<file path="config.mk">
export PLATFORM = sky130hd
export DESIGN_NAME = store_unit_flat
export DESIGN_NICKNAME = d
export VERILOG_FILES = /design/src/rtl/riscv_mem_pkg.sv /design/src/rtl/store_unit_if.sv /design/src/rtl/store_align.sv /design/src/rtl/store_unit.sv /design/src/flat_wrapper.sv
export SDC_FILE = /design/constraint.sdc
export NUM_CORES = 1
export LEC_CHECK = 0
export CORE_MARGIN = 2
export CORE_UTILIZATION = 40
export DETAILED_ROUTE_END_ITERATION = 10
export GPL_ROUTABILITY_DRIVEN = 0
export PLACE_DENSITY = 0.68
export SYNTH_ARGS = -nofsm -noshare
export SYNTH_HDL_FRONTEND = slang
export SYNTH_SLANG_ARGS = --single-unit
</file>
<file path="constraint.sdc">
create_clock -name clk -period 2.15 [get_ports clk]
set_input_delay 0.43 -clock clk [delete_from_list [all_inputs] [get_ports clk]]
set_output_delay 0.43 -clock clk [all_outputs]
set_load 0.005 [all_outputs]
</file>
<file path="src/rtl/riscv_mem_pkg.sv">
// Shared memory-side definitions for the load extender and the store unit:
// funct3 encodings, store FSM states and base byte strobes.
package riscv_mem_pkg;

  localparam logic [2:0] F3_SB  = 3'b000;
  localparam logic [2:0] F3_SH  = 3'b001;
  localparam logic [2:0] F3_SW  = 3'b010;
  localparam logic [2:0] F3_LB  = 3'b000;
  localparam logic [2:0] F3_LH  = 3'b001;
  localparam logic [2:0] F3_LW  = 3'b010;
  localparam logic [2:0] F3_LBU = 3'b100;
  localparam logic [2:0] F3_LHU = 3'b101;

  localparam logic [3:0] STRB_B = 4'b0001;
  localparam logic [3:0] STRB_H = 4'b0011;
  localparam logic [3:0] STRB_W = 4'b1111;

  typedef enum logic [1:0] {
    IDLE  = 2'd0,
    BEAT0 = 2'd1,
    BEAT1 = 2'd2
  } store_state_t;

endpackage

</file>
<file path="src/rtl/store_unit_if.sv">
// Data-memory write port: one beat transfers when mem_valid && mem_ready.
interface store_unit_if;
  logic        mem_valid;
  logic        mem_ready;
  logic [31:0] mem_addr;
  logic [31:0] mem_wdata;
  logic [3:0]  mem_wstrb;

  modport master (output mem_valid, mem_addr, mem_wdata, mem_wstrb, input mem_ready);
  modport slave  (input mem_valid, mem_addr, mem_wdata, mem_wstrb, output mem_ready);
endinterface

</file>
<file path="src/rtl/store_align.sv">
// Combinational lane alignment: spreads a SB/SH/SW over an 8-byte window
// starting at the word containing the store address.
module store_align
  import riscv_mem_pkg::*;
(
  input  logic [2:0]  funct3,
  input  logic [1:0]  off,
  input  logic [31:0] data,
  output logic [7:0]  mask8,
  output logic [63:0] data64,
  output logic        needs_beat1,
  output logic        illegal
);

  logic [3:0]  base;
  logic [31:0] lanes;

  always_comb begin
    base    = '0;
    lanes   = '0;
    illegal = 1'b0;
    case (funct3)
      F3_SB: begin base = STRB_B; lanes = {24'b0, data[7:0]};  end
      F3_SH: begin base = STRB_H; lanes = {16'b0, data[15:0]}; end
      F3_SW: begin base = STRB_W; lanes = data;                end
      default: illegal = 1'b1;
    endcase
    // Unused bytes are cleared before shifting so disabled lanes stay zero.
    mask8       = {4'b0000, base} << off;
    data64      = {32'b0, lanes} << {off, 3'b000};
    needs_beat1 = |mask8[7:4];
  end

endmodule

</file>
<file path="src/rtl/store_unit.sv">
// Store unit: accepts one SB/SH/SW and emits one or two word-aligned
// memory write beats, then pulses done (or err if the store is rejected).
module store_unit
  import riscv_mem_pkg::*;
#(
  parameter bit ALLOW_MISALIGNED = 1'b1
) (
  input  logic               clk,
  input  logic               rst,
  input  logic               req_valid,
  output logic               req_ready,
  input  logic [2:0]         funct3,
  input  logic [31:0]        addr,
  input  logic [31:0]        data,
  store_unit_if.master       mem,
  output logic               done,
  output logic               err
);

  store_state_t state, state_n;

  logic [31:0] addr_q, addr_n;
  logic [31:0] wdata_q, wdata_n;
  logic [3:0]  wstrb_q, wstrb_n;
  logic [31:0] hi_wdata_q, hi_wdata_n;
  logic [3:0]  hi_wstrb_q, hi_wstrb_n;
  logic        done_q, done_n;
  logic        err_q, err_n;

  logic [7:0]  mask8;
  logic [63:0] data64;
  logic        needs_beat1;
  logic        illegal;
  logic        reject;

  store_align u_align (
    .funct3      (funct3),
    .off         (addr[1:0]),
    .data        (data),
    .mask8       (mask8),
    .data64      (data64),
    .needs_beat1 (needs_beat1),
    .illegal     (illegal)
  );

  assign reject    = illegal || (needs_beat1 && !ALLOW_MISALIGNED);
  assign req_ready = (state == IDLE) && !rst;

  always_comb begin
    state_n    = state;
    addr_n     = addr_q;
    wdata_n    = wdata_q;
    wstrb_n    = wstrb_q;
    hi_wdata_n = hi_wdata_q;
    hi_wstrb_n = hi_wstrb_q;
    done_n     = 1'b0;
    err_n      = 1'b0;
    case (state)
      IDLE: begin
        if (req_valid) begin
          if (reject) begin
            err_n = 1'b1;
          end else begin
            state_n    = BEAT0;
            addr_n     = {addr[31:2], 2'b00};
            wstrb_n    = mask8[3:0];
            wdata_n    = data64[31:0];
            hi_wstrb_n = mask8[7:4];
            hi_wdata_n = data64[63:32];
          end
        end
      end
      BEAT0: begin
        if (mem.mem_ready) begin
          // A non-empty upper strobe is what marks a word-crossing store.
          if (hi_wstrb_q != 4'b0000) begin
            state_n = BEAT1;
            addr_n  = addr_q + 32'd4;
            wstrb_n = hi_wstrb_q;
            wdata_n = hi_wdata_q;
          end else begin
            state_n = IDLE;
            done_n  = 1'b1;
          end
        end
      end
      BEAT1: begin
        if (mem.mem_ready) begin
          state_n = IDLE;
          done_n  = 1'b1;
        end
      end
      default: state_n = IDLE;
    endcase
  end

  always_ff @(posedge clk) begin
    if (rst) begin
      state      <= IDLE;
      addr_q     <= '0;
      wdata_q    <= '0;
      wstrb_q    <= '0;
      hi_wdata_q <= '0;
      hi_wstrb_q <= '0;
      done_q     <= 1'b0;
      err_q      <= 1'b0;
    end else begin
      state      <= state_n;
      addr_q     <= addr_n;
      wdata_q    <= wdata_n;
      wstrb_q    <= wstrb_n;
      hi_wdata_q <= hi_wdata_n;
      hi_wstrb_q <= hi_wstrb_n;
      done_q     <= done_n;
      err_q      <= err_n;
    end
  end

  assign mem.mem_valid = (state != IDLE);
  assign mem.mem_addr  = addr_q;
  assign mem.mem_wdata = wdata_q;
  assign mem.mem_wstrb = wstrb_q;
  assign done          = done_q;
  assign err           = err_q;

endmodule

</file>
<file path="src/flat_wrapper.sv">
// flat-port wrapper written by rule: the top's interface ports become plain ports
module store_unit_flat import riscv_mem_pkg::*;
#(
  parameter bit ALLOW_MISALIGNED = 1'b1
)
  (clk, rst, req_valid, req_ready, funct3, addr, data, done, err, mem_mem_valid, mem_mem_addr, mem_mem_wdata, mem_mem_wstrb, mem_mem_ready);
  store_unit_if mem_i ();
  input  logic clk;
  input  logic rst;
  input  logic req_valid;
  output logic req_ready;
  input  logic [2:0] funct3;
  input  logic [31:0] addr;
  input  logic [31:0] data;
  output logic done;
  output logic err;
  output wire logic [$bits(mem_i.mem_valid)-1:0] mem_mem_valid;
  output wire logic [$bits(mem_i.mem_addr)-1:0] mem_mem_addr;
  output wire logic [$bits(mem_i.mem_wdata)-1:0] mem_mem_wdata;
  output wire logic [$bits(mem_i.mem_wstrb)-1:0] mem_mem_wstrb;
  input wire logic [$bits(mem_i.mem_ready)-1:0] mem_mem_ready;
  assign mem_mem_valid = mem_i.mem_valid;
  assign mem_mem_addr = mem_i.mem_addr;
  assign mem_mem_wdata = mem_i.mem_wdata;
  assign mem_mem_wstrb = mem_i.mem_wstrb;
  assign mem_i.mem_ready = mem_mem_ready;
  store_unit #(.ALLOW_MISALIGNED(ALLOW_MISALIGNED)) u_core (.clk(clk), .rst(rst), .req_valid(req_valid), .req_ready(req_ready), .funct3(funct3), .addr(addr), .data(data), .mem(mem_i), .done(done), .err(err));
endmodule
</file>
Word level (Yosys, flattened, before mapping). Cells that the tools add are included.

Bits in registers: 108.

Add/sub/neg operators: 1. Equality and inequality tests: 9. Shift-type cells: 2. Mux-type cells: 28. Bitwise logic cells: 2. Reductions and logical operators: 12.

Operators with widths (count): $mux W32 (8); $pmux W32 S2 (2); $pmux W32 S3 (1); $shl A32 B5 Y64 (1); $add A32 B3 Y32 const B (1); $mux W4 (4); $pmux W4 S3 (1); $mux W2 (5); $ne A2 B2 Y1 const B (4); $pmux W4 S2 (1); $shl A4 B2 Y8 (1); $pmux W2 S3 (1); $reduce_or A3 Y1 (2); $reduce_and A5 Y1 (1); $mux W1 (4); $reduce_and A4 Y1 (1); $reduce_bool A2 Y1 (2); $reduce_bool A4 Y1 (1); $eq A3 B1 Y1 const B (1); $eq A3 B2 Y1 const B (1); $logic_not A3 Y1 (1); $reduce_and A3 Y1 (1); $eq A2 B1 Y1 const B (1); $eq A2 B2 Y1 const B (1); other kinds (6) (7).

Longest topological paths before layout. Gate-level depths: netlist (run 1).

Depth after elaboration: 6. Gate-level depth with buffers: 10.

Modules after synthesis. A second synthesis (run 1) with hierarchy kept.

Cells, all modules: 772. Area, all modules: 6043.3 sq um.

By module, submodules not included: store_unit (times used 1, cells an instance 615, area each 4979.8 sq um); store_align (times used 1, cells an instance 157, area each 1063.5 sq um).

Worst setup path after synthesis (run 1). No wires, ideal clock.

Path kind: flip-flop to flip-flop. Start: register u_core.state[1]. End: register u_core.addr_q[31] (netlist: u_core.mem.mem_addr[31]). Setup time: 74 ps. Arrival: 1876 ps. Required time: 2076 ps. Path slack: 200 ps. Cell stages (with the launch flop): 9. Cells stage by stage: dfxtp_1 inv_1 ha_1 buf_2 o311ai_1 o21ai_1 nand2_1 or4_1 a31oi_1.

Longest elaborated chain between the ends: 3. Elaborated cells between the ends (all ways): 9. Classes of those cells: eq/ne (5); mux (1); reduce/logical (3).

RTL lines: from (decl) (RTL line store_unit.sv:20) `store_state_t state, state_n;`; from (signal assigned) (RTL line store_unit.sv:108) `state <= state_n;`; $eq A2 B1 Y1 / $logic_not A2 Y1 (equally long branches) (RTL line store_unit.sv:58) `case (state)`; $ne A2 B1 Y1 (no source line), or another cell as far along; $reduce_and A5 Y1 (no source line); to (signal assigned) (RTL line store_unit.sv:109) `addr_q <= addr_n;`; to (decl) (RTL line store_unit.sv:22) `logic [31:0] addr_q, addr_n;`.

Several ways; a longest one is shown, not always the timed one. A chain may end at the register's enable or synchronous reset.

Worst setup path after layout (run 1).
Start: register u_core.state[0]. End: output mem_mem_valid.

Longest elaborated chain between the ends: 1.

RTL lines: $reduce_bool A2 Y1 (RTL line store_unit.sv:119) `assign mem.mem_valid = (state != IDLE);`; to (decl) (RTL line flat_wrapper.sv:17) `output wire logic [$bits(mem_i.mem_valid)-1:0] mem_mem_valid;`.

Every way passes these cells.

==> flow_metrics.tcl, run 1 <==
set metrics [dict create \
    synth-compound-area-share_pct 29.9 \
    top_cells_by_area_in_the_synthesized_netlist "dfxtp_1 (37%), nor2_1 (5.6%), a21oi_1 (5.0%)" \
    cts_tree "built" \
    postPlaceCellArea_mm2 0.00721 \
    postSynthCellCount 666 \
    grt_pass1_vias 5667 \
    total_cts_buffers 9 \
    placement_rows 41 \
    max_cap_viol_count 0 \
    holdCritPathClass "register to register" \
    vias_per_cell 6.00 \
    worst_setup_path_end_kind "output pin" \
    core-area_mm2 0.0127 \
    grt_pass1_wl_um 29400 \
    asyncSetResetFlopFracSynth_pct 0 \
    die-area_mm2 0.0140 \
    final_max_slew_viol_count 0 \
    ys.flop_type "dfxtp_1" \
    placedCellCount 996 \
    rsz0062_at_grt "no" \
    yosysTopAreaCell "dfxtp_1" \
    ir_drop_mv 0.502 \
    dominant_combinational_cell_family_by_area_after_synthesis "compound AO/OA/AOI/OAI gates" \
    antennaDiodeCount 0 \
    timing.reg2reg.setup_slack_ns 0.11 \
    static-leakage-power_uw 0.00271 \
    flop_and_latch_count_out_of_synthesis 97 \
    cts_root_buf "clkbuf_16" \
    timing_worst_setup_path_type "register to output pin" \
    leading_cell_types_in_the_layout_fill_and_taps_excluded "clkdlybuf4s50_1 (138), dfxtp_1 (97), nor2_1 (78)" \
    placement.io_buffers 140 \
    timing.critical_path.arrival_ns 1.66 \
    synth.mux.area_fraction_pct 2.21 \
    synthDistinctLibCells 70 \
    final-setup-viol-count 0 \
    period_share_pct 97.1 \
    via_count 6062 \
    worstPathMaxFanout 7 \
    h-tree-depth 3 \
    cellPowerDensity_mw_per_mm2 769 \
    clkTransAtPathRegs_ns 0.06 \
    syn_area_mm2 0.00521 \
    yosys.area_share.xor_xnor_pct 0.168 \
    cts-root-to-sink-buffers 2 \
    areaGrowthSynthToFinish_pct 44.4 \
    fmaxAchievable_ghz 0.479 \
    drt_iter0_markers 634 \
    ioPinCount 143 \
    finish.instance_area_mm2 0.00752 \
    clock_skew_ns 0.00680 \
    finish.cell_count_without_fillers 1011 \
    antenna_found_initial 0 \
    yosys.area_share.simple_pct 23.6 \
    post-route-min-period_ns 2.09 \
    drt_first_pass_iters 5 \
    clk-insertion-delay-late_ns 0.35 \
    cts_hold_buf 0 \
    remaining_drc_errors 0 \
    initial_core_utilization_pct 41.1 \
    synth_enable_flop_cells 0 \
    synth_seq_area_share_pct 37.3 \
    globalRouteOverflowTotal 0 \
    dp.final_hpwl_um 13400 \
    layout-drive-gt1-share_pct 14.7 \
    post-layout-total-power_uw 5790 \
    crit_path_start_kind "register" \
    crit_required_ns 1.72 \
    run_status "complete, no violations" \
    routedWlPerCell_um 18.1 \
    grt.total_usage_pct 25.9 \
    final_antenna_net_count 0 \
    finalWirelength_um 18300 \
    final.hold.worst_slack_ns 0.457 \
    die_y_um 118 \
    cts.sink_count 97 \
    yosys.area.top_type_share_pct 37.3 \
    synth-adder-area-share_pct 1.20 \
    die_x_um 118 \
    ys_warn_count 0 \
    final_nets 911 \
    timing.final.hold_violations 0 \
    grt_max_degree 86 \
    most_frequent_standard_cell_in_the_layout_excluding_fill_and_tap_cells "clkdlybuf4s50_1" \
    fillCellCount 1141 \
    syn_area_per_cell_um2 7.82 \
]
-- per-layer routing --
layer / vias to the layer above / GRT usage [%] / wire length, um / part of all wire, %
li1: 2830 / - / - / -
met1: 2868 / 34.6 / 7900 / 43
met2: 312 / 41.0 / 8450 / 46
met3: 52 / 4.94 / 1430 / 7.8
met4: 0 / 10.2 / 523 / 2.9
met5: - / 0 / 0 / 0
-- cells in the mapped netlist, types with 2 or more instances --
cell type and count:
o21ai_1 7, and2_1 5, nor3_1 37, a211o_1 2, nor2_1 78, buf_1 3, nor3b_1 2, nor4_1 7
buf_2 11, o32ai_1 2, or4_1 3, mux2_2 4, mux2i_1 7, nor2b_1 3, o221a_2 3, buf_4 2
a22oi_1 14, nand4_1 8, a22o_1 4, a21oi_1 52, nor4_2 3, a221oi_1 20, a32oi_1 16, o31ai_1 3
o311a_1 2, clkbuf_1 43, o22ai_1 3, ha_1 5, inv_1 11, nand3_1 15, o21ai_0 42, or2_2 2
a311oi_1 4, a31oi_1 6, and3_1 6, and4_1 6, nand2_1 67, a211oi_1 24, o2bb2ai_1 3, dfxtp_1 97
a21o_1 2, a31o_2 4
-- area by class of cell --
type	instances	area (um^2)	share of cell area, %
clock buffer	10	229	3.04
clock inverter	5	57.6	0.765
inverter	12	45.0	0.599
multi-input combinational	499	3010	40.0
sequential	97	1940	25.8
tap	172	215	2.86
timing repair buffer	216	2030	26.9
-- state kept, by name, indices dropped and copies added (netlist names) --
signal and cells:
u_core.mem.mem_wdata 32, u_core.mem.mem_addr 30, u_core.hi_wdata_q 24, u_core.mem.mem_wstrb 4, u_core.hi_wstrb_q 3, u_core.state 2
u_core.done 1, u_core.err 1
-- power by group --
part | internal, uW | switching [uW] | total (uW)
clock | 894 | 708 | 1600
combinational | 1010 | 978 | 1990
sequential | 2010 | 183 | 2200
-- cells by family (layout without fill, tap and decap cells) --
kind of cell,after synthesis,after routing
buffers and inverters,71,243
AOI/OAI and AO/OA,228,228
xor gates and xnor gates,1,1
adders and majority gates,5,5
and+or+nand+nor,252,252
DFF,97,97
muxes,11,11
other,1,2
-- stage by stage --
step	setup TNS [ns]	setup WS [ns]	util, %
finish	0	0.0614	59.4
global placement	-3.69	-0.153	56.9
detailed placement	-6.70	-0.244	56.9
global route	0	0.00705	59.4
floorplan	0	0.200	-
CTS	0	0.0241	59.3
-- worst max-delay path: stages (launching register included) --
cell	delay, ns
dfxtp_1	0.39
inv_2	0.08
ha_4	0.18
inv_2	0.13
clkdlybuf4s50_1	0.52
-- worst paths after layout --
check / depth (start not counted) / start / end
max: 4 / u_core.state[0] / mem_mem_valid
min: 2 / u_core.mem.mem_wdata[27] / u_core.mem.mem_wdata[27]
max reg2reg: 10 / u_core.state[1] / u_core.mem.mem_wdata[17]
min reg2reg: 2 / u_core.mem.mem_wdata[27] / u_core.mem.mem_wdata[27]
-- repair_timing --
action	4_1_cts	5_1_grt
gates resized for setup	4	6
pin swaps	0	0
endpoints found under the setup margin	4	8
endpoints found under the hold margin	0	0
setup buffers	0	0
(Power assumes the default switching activity.)
==> run 2: changes to the inputs <==
- CTS_BUF_LIST: not set -> sky130_fd_sc_hd__clkbuf_2 sky130_fd_sc_hd__clkbuf_4 sky130_fd_sc_hd__clkbuf_8
- clock period: 2.15 -> 2.2 ns (I/O delays scaled with it)
==> run 2 against run 1 <==
Via count decreased by 0.36%. Die area unchanged. Clock skew increased by 0.00095 ns. Critical endpoint is now req_ready. Highest routed layer unchanged. Flip-flop and latch count unchanged. Setup slack improved by 0.020 ns. Combinational power decreased by 2%. Hold slack improved by 0.012 ns. Clock-buffer cell count unchanged. Power decreased by 5.8%. Sequential share of layout area increased by 0.11 points. Global-route usage decreased by 0.74 points.
==> flow_metrics.tcl, run 2 (synthesized netlist as in run 1, its figures left out) <==
set metrics [dict create \
    fmaxAchievable_ghz 0.472 \
    total_cts_buffers 9 \
    die_x_um 118 \
    timing.critical_path.buf_inv 3 \
    dp.final_hpwl_um 13200 \
    final_max_slew_viol_count 0 \
    worstPathMaxFanout 7 \
    finalWirelength_um 18100 \
    cp_top_family "buffers and inverters" \
    die_y_um 118 \
    netSwitchingFraction_pct 33.2 \
    timing.critical_path.cells "inv_2 -> ha_4 -> inv_2 -> nor2_1 -> clkdlybuf4s50_1" \
    critical_path_cell_count 5 \
    cts.sink_count 97 \
    largest_reg_flops 32 \
    antenna_found_initial 0 \
    timing_worst_setup_path_type "register to output pin" \
    grt_pass1_wl_um 28500 \
    postPlaceCellArea_mm2 0.00724 \
    layout-drive-gt1-share_pct 15.2 \
    grt_max_degree 86 \
    ioPinCount 143 \
    routedWlPerCell_um 17.9 \
    drt_first_pass_iters 5 \
    finish.instance_area_mm2 0.00750 \
    timing.critical_path.arrival_ns 1.68 \
    pre_cts_ws_ns -0.153 \
    total_area_of_multi_input_combinational_cells_mm2 0.00301 \
    timing.critical_path.mode_cell "inv_2" \
    cell_internal_pwr_uw 3640 \
    initial_core_utilization_pct 41.1 \
    post-route-min-period_ns 2.12 \
    r2r_cells 6 \
    p_clk_share_pct 24.7 \
    final.hold.worst_slack_ns 0.469 \
    crit_path_start_kind "register" \
    h-tree-depth 3 \
    cellPowerDensity_mw_per_mm2 727 \
    seqPwrFrac_pct 39.6 \
    remaining_drc_errors 0 \
    power.switching_uw 1810 \
    totalNegativeSetupSlack_ns 0 \
    cts_hold_buf 0 \
    placement_rows 41 \
    share_comb_of_total_power_pct 35.7 \
    areaGrowthSynthToFinish_pct 44.0 \
    seq_area_mm2 0.00194 \
    core-area_mm2 0.0127 \
    ir_drop_mv 0.362 \
    final_core_utilization_pct 59.2 \
    post-route-worst-setup-slack_ns 0.0817 \
    holdCritPathClass "register to register" \
    grt.total_usage_pct 25.2 \
    via_count 6040 \
    antennaDiodeCount 0 \
    globalRouteOverflowTotal 0 \
    fillCellCount 1126 \
    grt_pass1_vias 5774 \
    clk-insertion-delay-late_ns 0.39 \
    drt_iter0_markers 692 \
    run_status "complete, no violations" \
    critical_path.max_stage_delay_ns 0.50 \
    leading_cell_types_in_the_layout_fill_and_taps_excluded "clkdlybuf4s50_1 (139), dfxtp_1 (95), nor2_1 (78)" \
    placement.io_buffers 140 \
    crit_slowest_cell "clkdlybuf4s50_1" \
    max_cap_viol_count 0 \
    rsz0062_at_grt "no" \
    clkTransAtPathRegs_ns 0.09 \
    min_path_cells 2 \
    cts_tree "built" \
    most_frequent_standard_cell_in_the_layout_excluding_fill_and_tap_cells "clkdlybuf4s50_1" \
    static-leakage-power_uw 0.00268 \
    cts_root_buf "clkbuf_8" \
    timing.final.hold_violations 0 \
    worst_setup_path_end_kind "output pin" \
    crit_required_ns 1.76 \
    period_share_pct 96.3 \
    die-area_mm2 0.0140 \
    final-setup-viol-count 0 \
    clock_skew_ns 0.00775 \
    final_nets 912 \
    final_antenna_net_count 0 \
    vias_per_cell 5.96 \
    cts-root-to-sink-buffers 2 \
]
run 2: changes by cell type in the layout (fill, tap and decap cells not counted), moves of 2 or more:
| cell | previous run | this run |
|---|---|---|
| dfxtp_2 | 0 | 2 |
| clkbuf_8 | 0 | 10 |
| dfxtp_1 | 97 | 95 |
| buf_6 | 2 | 0 |
| clkbuf_16 | 9 | 0 |
| buf_12 | 4 | 7 |
run 2: repair_timing:
action / in CTS / in global routing
setup endpoints to repair: 2 / 2
gates resized for setup: 5 / 3
setup buffers: 0 / 2
run 2: path summary, 6_finish.rpt:
| path | start | slack, ns | end |
|---|---|---|---|
| max | u_core.state[0] | 0.08 | req_ready |
| min | u_core.mem.mem_wdata[29] | 0.47 | u_core.mem.mem_wdata[29] |
| max reg2reg | u_core.mem.mem_addr[2] | 0.11 | u_core.mem.mem_addr[24] |
| min reg2reg | u_core.mem.mem_wdata[29] | 0.47 | u_core.mem.mem_wdata[29] |
run 2: through the flow:
step / cells / power [uW]
finish: 1013 / 5450
global route: 1013 / 5730
CTS: 1011 / 5440
detailed placement: 995 / 4100
global placement: 995 / 4050
floorplan: 667 / 3050
run 2: area by class of cell:
cell class / instances / share of cell area (%)
flip-flops and latches: 97 / 25.9
well taps: 172 / 2.87
inverters: 12 / 0.600
multi-input cells: 499 / 40.1
clock inverters: 6 / 1.22
repair buffers: 217 / 27.5
clock buffers: 10 / 1.83
run 2: worst reg2reg max path, stage by stage, from the launching register on:
cell and delay, ns:
dfxtp_1 0.35, ha_1 0.21, nand3_1 0.17, or4_4 0.62, o31ai_1 0.31, a21oi_1 0.11, a211oi_1 0.23
run 2: layer usage:
layer | global-route usage [%] | wire length, um | vias up
met1 | 32.9 | 7900 | 2812
met4 | 11.0 | 439 | 0
met5 | 0 | 0 | -
li1 | - | - | 2837
met3 | 4.51 | 1490 | 47
met2 | 40.4 | 8290 | 344
run 2: power by group through the flow:
| stage | Clock [uW] | Combinational, uW | Sequential [uW] |
|---|---|---|---|
| detailed placement | 0 | 1900 | 2190 |
| global route | 1440 | 2100 | 2190 |
| CTS | 1370 | 1920 | 2150 |
| global placement | 0 | 1870 | 2180 |
| finish | 1350 | 1950 | 2160 |
| floorplan | 0 | 873 | 2180 |
